--- src/rtl/prco_lsu_wb_pkg.sv ---
// Shared definitions for the LSU/write-back stage: ISA load/store opcodes, FSM encoding, abort fill.
// The optional ack watchdog is enabled by defining PRCO_LSU_TIMEOUT_EN.
package prco_lsu_wb_pkg;

    localparam logic [4:0]  PRCO_OP_LW      = 5'h0c;
    localparam logic [4:0]  PRCO_OP_SW      = 5'h0d;
    localparam logic [15:0] PRCO_ABORT_FILL = 16'hDEAD;

    typedef enum logic [1:0] {
        ST_IDLE     = 2'd0,
        ST_MEM_REQ  = 2'd1,
        ST_MEM_WAIT = 2'd2,
        ST_WB       = 2'd3
    } lsu_state_e;

    // Anything that is not an explicit store is handled as a load.
    function automatic logic is_store(input logic [4:0] op);
        return op == PRCO_OP_SW;
    endfunction

endpackage

--- src/rtl/prco_lsu_req.sv ---
// RAM request/ack register: holds req and its fields stable until ack.
// With PRCO_LSU_TIMEOUT_EN defined it also runs the ack watchdog.
module prco_lsu_req #(
    parameter int ADDR_W = 16
`ifdef PRCO_LSU_TIMEOUT_EN
    ,
    parameter int TIMEOUT_CYCLES = 16
`endif
) (
    input  logic              i_clk,
    input  logic              i_rst_n,
    input  logic              i_load,
    input  logic              i_we,
    input  logic [ADDR_W-1:0] i_addr,
    input  logic [15:0]       i_wdata,
    input  logic              i_mem_ack,
    output logic              q_mem_req,
    output logic              q_mem_we,
    output logic [ADDR_W-1:0] q_mem_addr,
    output logic [15:0]       q_mem_wdata,
    output logic              q_done
`ifdef PRCO_LSU_TIMEOUT_EN
    ,
    output logic              q_timeout
`endif
);

    // Ack only counts while a request is outstanding; stray acks fall through.
    assign q_done = q_mem_req && i_mem_ack;

`ifdef PRCO_LSU_TIMEOUT_EN
    localparam int CNT_W = $clog2(TIMEOUT_CYCLES + 1);

    logic [CNT_W-1:0] wd_cnt_reg;

    assign q_timeout = q_mem_req && !i_mem_ack &&
                       (wd_cnt_reg == CNT_W'(TIMEOUT_CYCLES - 1));

    always_ff @(posedge i_clk or negedge i_rst_n) begin
        if (!i_rst_n) begin
            wd_cnt_reg <= '0;
        end else if (!q_mem_req || i_mem_ack || q_timeout) begin
            wd_cnt_reg <= '0;
        end else begin
            wd_cnt_reg <= wd_cnt_reg + CNT_W'(1);
        end
    end
`endif

    always_ff @(posedge i_clk or negedge i_rst_n) begin
        if (!i_rst_n) begin
            q_mem_req   <= 1'b0;
            q_mem_we    <= 1'b0;
            q_mem_addr  <= '0;
            q_mem_wdata <= '0;
        end else if (i_load) begin
            q_mem_req   <= 1'b1;
            q_mem_we    <= i_we;
            q_mem_addr  <= i_addr;
            q_mem_wdata <= i_wdata;
        end else if (q_done) begin
            q_mem_req   <= 1'b0;
`ifdef PRCO_LSU_TIMEOUT_EN
        end else if (q_timeout) begin
            q_mem_req   <= 1'b0;
`endif
        end
    end

endmodule

--- src/rtl/prco_lsu_wb.sv ---
// Memory-access / write-back stage: runs LW/SW over a req/ack RAM port, then writes back or redirects fetch.
// Define PRCO_LSU_TIMEOUT_EN to add the ack watchdog and the q_mem_err output.
module prco_lsu_wb
    import prco_lsu_wb_pkg::*;
#(
    parameter int ADDR_W    = 16,
    parameter int REG_SEL_W = 3
`ifdef PRCO_LSU_TIMEOUT_EN
    ,
    parameter int TIMEOUT_CYCLES = 16
`endif
) (
    input  logic                 i_clk,
    input  logic                 i_rst_n,
    input  logic                 i_ce_ram,
    input  logic                 i_ce_reg,
    input  logic                 i_should_branch,
    input  logic [4:0]           i_op,
    input  logic [15:0]          i_result,
    input  logic [15:0]          i_store_data,
    input  logic [REG_SEL_W-1:0] i_dest_sel,
    output logic                 q_mem_req,
    output logic                 q_mem_we,
    output logic [ADDR_W-1:0]    q_mem_addr,
    output logic [15:0]          q_mem_wdata,
    input  logic                 i_mem_ack,
    input  logic [15:0]          i_mem_rdata,
    output logic                 q_reg_we,
    output logic [REG_SEL_W-1:0] q_reg_sel,
    output logic [15:0]          q_reg_data,
    output logic                 q_branch,
    output logic [15:0]          q_branch_pc,
    output logic                 q_stall,
    output logic                 q_ce_fetch
`ifdef PRCO_LSU_TIMEOUT_EN
    ,
    output logic                 q_mem_err
`endif
);

    lsu_state_e state_reg, state_next;

    logic [4:0]           op_reg;
    logic [ADDR_W-1:0]    addr_reg;
    logic [15:0]          store_reg;
    logic [REG_SEL_W-1:0] dest_reg;
    logic [15:0]          rdata_reg;

    logic                 reg_we_reg, reg_we_next;
    logic [REG_SEL_W-1:0] reg_sel_reg, reg_sel_next;
    logic [15:0]          reg_data_reg, reg_data_next;
    logic                 branch_reg, branch_next;
    logic [15:0]          branch_pc_reg, branch_pc_next;
    logic                 fetch_reg, fetch_next;

    logic latch_en;
    logic capture_rd;
    logic req_load;
    logic req_done;
`ifdef PRCO_LSU_TIMEOUT_EN
    logic req_timeout;
    logic err_reg, err_next;
`endif

    prco_lsu_req #(
        .ADDR_W         (ADDR_W)
`ifdef PRCO_LSU_TIMEOUT_EN
        ,
        .TIMEOUT_CYCLES (TIMEOUT_CYCLES)
`endif
    ) u_req (
        .i_clk       (i_clk),
        .i_rst_n     (i_rst_n),
        .i_load      (req_load),
        .i_we        (is_store(op_reg)),
        .i_addr      (addr_reg),
        .i_wdata     (store_reg),
        .i_mem_ack   (i_mem_ack),
        .q_mem_req   (q_mem_req),
        .q_mem_we    (q_mem_we),
        .q_mem_addr  (q_mem_addr),
        .q_mem_wdata (q_mem_wdata),
        .q_done      (req_done)
`ifdef PRCO_LSU_TIMEOUT_EN
        ,
        .q_timeout   (req_timeout)
`endif
    );

    always_ff @(posedge i_clk or negedge i_rst_n) begin
        if (!i_rst_n) begin
            state_reg <= ST_IDLE;
        end else begin
            state_reg <= state_next;
        end
    end

    // RAM wins over branch, branch wins over a plain register write.
    always_comb begin
        state_next     = state_reg;
        latch_en       = 1'b0;
        capture_rd     = 1'b0;
        req_load       = 1'b0;
        reg_we_next    = 1'b0;
        reg_sel_next   = reg_sel_reg;
        reg_data_next  = reg_data_reg;
        branch_next    = 1'b0;
        branch_pc_next = branch_pc_reg;
        fetch_next     = 1'b0;
`ifdef PRCO_LSU_TIMEOUT_EN
        err_next       = 1'b0;
`endif
        case (state_reg)
            ST_IDLE: begin
                if (i_ce_ram) begin
                    latch_en   = 1'b1;
                    state_next = ST_MEM_REQ;
                end else if (i_should_branch) begin
                    branch_next    = 1'b1;
                    branch_pc_next = i_result;
                    fetch_next     = 1'b1;
                end else if (i_ce_reg) begin
                    reg_we_next   = 1'b1;
                    reg_sel_next  = i_dest_sel;
                    reg_data_next = i_result;
                    fetch_next    = 1'b1;
                end
            end
            ST_MEM_REQ: begin
                req_load   = 1'b1;
                state_next = ST_MEM_WAIT;
            end
            ST_MEM_WAIT: begin
                if (req_done) begin
                    if (is_store(op_reg)) begin
                        fetch_next = 1'b1;
                        state_next = ST_IDLE;
                    end else begin
                        capture_rd = 1'b1;
                        state_next = ST_WB;
                    end
`ifdef PRCO_LSU_TIMEOUT_EN
                end else if (req_timeout) begin
                    fetch_next = 1'b1;
                    err_next   = 1'b1;
                    state_next = ST_IDLE;
                    if (!is_store(op_reg)) begin
                        reg_we_next   = 1'b1;
                        reg_sel_next  = dest_reg;
                        reg_data_next = PRCO_ABORT_FILL;
                    end
`endif
                end
            end
            ST_WB: begin
                state_next = ST_IDLE;
            end
            default: begin
                state_next = ST_IDLE;
            end
        endcase
    end

    always_ff @(posedge i_clk or negedge i_rst_n) begin
        if (!i_rst_n) begin
            op_reg    <= '0;
            addr_reg  <= '0;
            store_reg <= '0;
            dest_reg  <= '0;
            rdata_reg <= '0;
        end else begin
            if (latch_en) begin
                op_reg    <= i_op;
                addr_reg  <= ADDR_W'(i_result);
                store_reg <= i_store_data;
                dest_reg  <= i_dest_sel;
            end
            if (capture_rd) begin
                rdata_reg <= i_mem_rdata;
            end
        end
    end

    always_ff @(posedge i_clk or negedge i_rst_n) begin
        if (!i_rst_n) begin
            reg_we_reg    <= 1'b0;
            reg_sel_reg   <= '0;
            reg_data_reg  <= '0;
            branch_reg    <= 1'b0;
            branch_pc_reg <= '0;
            fetch_reg     <= 1'b0;
        end else begin
            reg_we_reg    <= reg_we_next;
            reg_sel_reg   <= reg_sel_next;
            reg_data_reg  <= reg_data_next;
            branch_reg    <= branch_next;
            branch_pc_reg <= branch_pc_next;
            fetch_reg     <= fetch_next;
        end
    end

`ifdef PRCO_LSU_TIMEOUT_EN
    always_ff @(posedge i_clk or negedge i_rst_n) begin
        if (!i_rst_n) begin
            err_reg <= 1'b0;
        end else begin
            err_reg <= err_next;
        end
    end

    assign q_mem_err = err_reg;
`endif

    // Loads write back from the WB state itself; everything else comes from the pulse registers.
    assign q_reg_we    = reg_we_reg || (state_reg == ST_WB);
    assign q_reg_sel   = (state_reg == ST_WB) ? dest_reg  : reg_sel_reg;
    assign q_reg_data  = (state_reg == ST_WB) ? rdata_reg : reg_data_reg;
    assign q_ce_fetch  = fetch_reg || (state_reg == ST_WB);
    assign q_branch    = branch_reg;
    assign q_branch_pc = branch_pc_reg;
    assign q_stall     = (state_reg != ST_IDLE);

endmodule

--- config.mk ---
export PLATFORM = sky130hd
export DESIGN_NAME = prco_lsu_wb
export DESIGN_NICKNAME = d
export VERILOG_FILES = /design/src/rtl/prco_lsu_wb_pkg.sv /design/src/rtl/prco_lsu_req.sv /design/src/rtl/prco_lsu_wb.sv
export SDC_FILE = /design/constraint.sdc
export NUM_CORES = 1
export LEC_CHECK = 0
export BUFFER_PORTS_ARGS = -buffer_cell sky130_fd_sc_hd__buf_2
export CAP_MARGIN = 20
export CORE_MARGIN = 1
export CORE_UTILIZATION = 30
export DETAILED_ROUTE_END_ITERATION = 16
export PLACE_DENSITY = 0.59
export SETUP_SLACK_MARGIN = 0.3
export SLEW_MARGIN = 20
export SYNTH_ARGS = -nofsm -noshare
export SYNTH_HDL_FRONTEND = slang
export SYNTH_HIERARCHICAL = 1
export SYNTH_SLANG_ARGS = --single-unit
--- constraint.sdc ---
create_clock -name i_clk -period 3.4 [get_ports i_clk]
set_clock_uncertainty 0.15 [all_clocks]
set_input_delay 0.34 -clock i_clk [delete_from_list [all_inputs] [get_ports i_clk]]
set_output_delay 0.34 -clock i_clk [all_outputs]
set_load 0.05 [all_outputs]
==> impl_metrics.tcl <==
set metrics [dict create \
    outcome "finished, final reports clean" \
    finalSetupTns_ps 0 \
    cts_max_level 4 \
    grt_pass1_wl_mm 19.2 \
    min_period_ps 2790 \
    synth_area_per_cell_um2 17.2 \
    clk_path_buf_depth 2 \
    tightest_slew_ps 1050 \
    final_common_cell "buf_2" \
    dpl.cell_count 663 \
    hpwl_mm 7.91 \
    synth.distinct_cells 25 \
    grt_pass1_vias 3483 \
    drc_errors 0 \
    initial_core_util_pct 30.9 \
    setup_viol_count_final 0 \
    hold_violations 0 \
    rsz0062_at_grt "no" \
    antenna_found_initial 1 \
    syn_nets 375 \
    endpoint_kind "primary output" \
    core_mm2 0.0174 \
    vias 3170 \
    final_cell_mix "133 x buf_2, 130 x dfrtp_1, 93 x mux2_2, 47 x mux2_4, 29 x dlygate4sd3_1" \
    cp.arrival_ps 2300 \
    fin_nets 548 \
    stdcell_count 724 \
    period_share_pct 82.0 \
    clk_pin_slew_worst_paths_ps 60 \
    firstDrtPassIters 4 \
    clk_latency_ps 410 \
    yosysWarnings 6 \
    whs_ps 26.2 \
    drv_slew 0 \
    crit_type "flop to primary output" \
    tritoncts.num_buffers 17 \
    synth_top_area_share_pct 60.4 \
    max_freq_mhz 359 \
    fillers 1628 \
    gp_congestion 0.736 \
    port_buffers 134 \
    syn_inst 313 \
    drv_cap 0 \
    ys_ff_latch 130 \
    crit_required_ps 2910 \
    yosys.area.top_type "dfrtp_1" \
    cts_setup_buffers 0 \
    final_layout_size_suffix_gt1_share_pct 63.3 \
    die_h_um 136 \
    slew-limit-headroom_pct 29.5 \
    grt_max_degree 81 \
    die_area_mm2 0.0185 \
    rows 48 \
    hold_path.class "input port to flop" \
    cts_tree "built" \
    grt_overflow 0 \
    syn_to_final_growth_pct 32.8 \
    cts_num_sinks 130 \
    track_usage_pct 13.9 \
    yosysSeqAreaShare_pct 60.4 \
    io-pin-count 135 \
    wire_per_inst_um 16.5 \
    antenna_left 0 \
    drt_iter0_drc 94 \
    synth_area_mm2 0.00539 \
    cts_root_buf "clkbuf_16" \
    fp.dieW_um 136 \
    critPathLaunchType "flop" \
    postRouteWirelength_mm 12.0 \
    multi_input_area_mm2 0.00195 \
    path_max_fanout 21 \
    synth.area.top_cells "dfrtp_1 60%, mux2_2 19%, mux2_4 13%" \
    regArea_mm2 0.00325 \
    via_per_inst 4.38 \
]
## worst max-delay path: stages, from the launching register on
cell and delay (ps):
dfrtp_1 440, nand2_1 800, mux2_2 430, buf_2 210
## stage by stage
stage / instance area [um^2] / util, % / setup slack [ps]
after floorplan: 5390 / - / 1540
after global placement: 6240 / 35.8 / 1100
after detailed placement: 6240 / 35.8 / 1000
after CTS: 7150 / 41.0 / 552
after global routing: 7150 / 41.1 / 466
final: 7150 / 41.1 / 612
## synth_stat cells (all sizes together)
master,count
nand3b,3
a21oi,1
a21o,1
and2,2
nor2,2
xnor2,1
o21ai,2
o21bai,1
inv,3
dfrtp,130
nor2b,1
and2b,1
nand2b,3
nand2,1
buf,15
mux2,143
or2,1
o31ai,1
nor3,1
## what timing repair did
item                                   in CTS  in global routing
resized for setup                           0                  0
hold buffers                               29                  0
endpoints found under the hold margin     107                  0
## worst paths after layout
| path | depth (start not counted) | slack [ps] | from | to |
|---|---|---|---|---|
| max in group asynchronous | 3 | 1910 | i_rst_n | reg_sel_reg[1]$_DFFE_PN0P_ |
| worst max register to register | 4 | 1090 | state_reg[0]$_DFFE_PN0P_ | q_branch_pc[1]$_DFFE_PN0P_ |
| worst min register to register | 1 | 340 | store_reg[4]$_DFFE_PN0P_ | store_reg[4]$_DFFE_PN0P_ |
| worst max-delay path | 3 | 610 | state_reg[1]$_DFFE_PN0P_ | q_reg_data[1] |
| min in group asynchronous | 2 | 370 | i_rst_n | q_branch_pc[7]$_DFFE_PN0P_ |
| worst min-delay path | 2 | 30 | i_op[4] | op_reg[4]$_DFFE_PN0P_ |
## kinds of logic after synthesis
kind of cell	Yosys count	synth area share (%)
flops	130	60.4
simple gates	15	1.91
xor+xnor	1	0.163
compound gates	6	0.906
buf+inv	18	3.44
mux	143	33.2
## area by class of cell
type,instances,share of cell area (%)
Antenna cell,1,0.0350
Clock buffer,20,6.53
Clock inverter,11,2.10
Inverter,3,0.157
Multi-Input combinational cell,165,27.2
Sequential cell,130,45.5
Tap cell,225,3.94
Timing Repair Buffer,169,14.5
## metal layers
metal  track usage [%]  vias to the layer above  part of all wire (%)
li1                  -                     1451                     -
met1              17.9                     1621                    46
met2              22.2                       87                    48
met3              3.95                       11                   4.2
met4              5.37                        0                   1.5
met5                 0                        -                     0
Power is left out: the tool's default activity adds up to more than one toggle a clock period on the data nets, which glitch-free logic cannot reach.
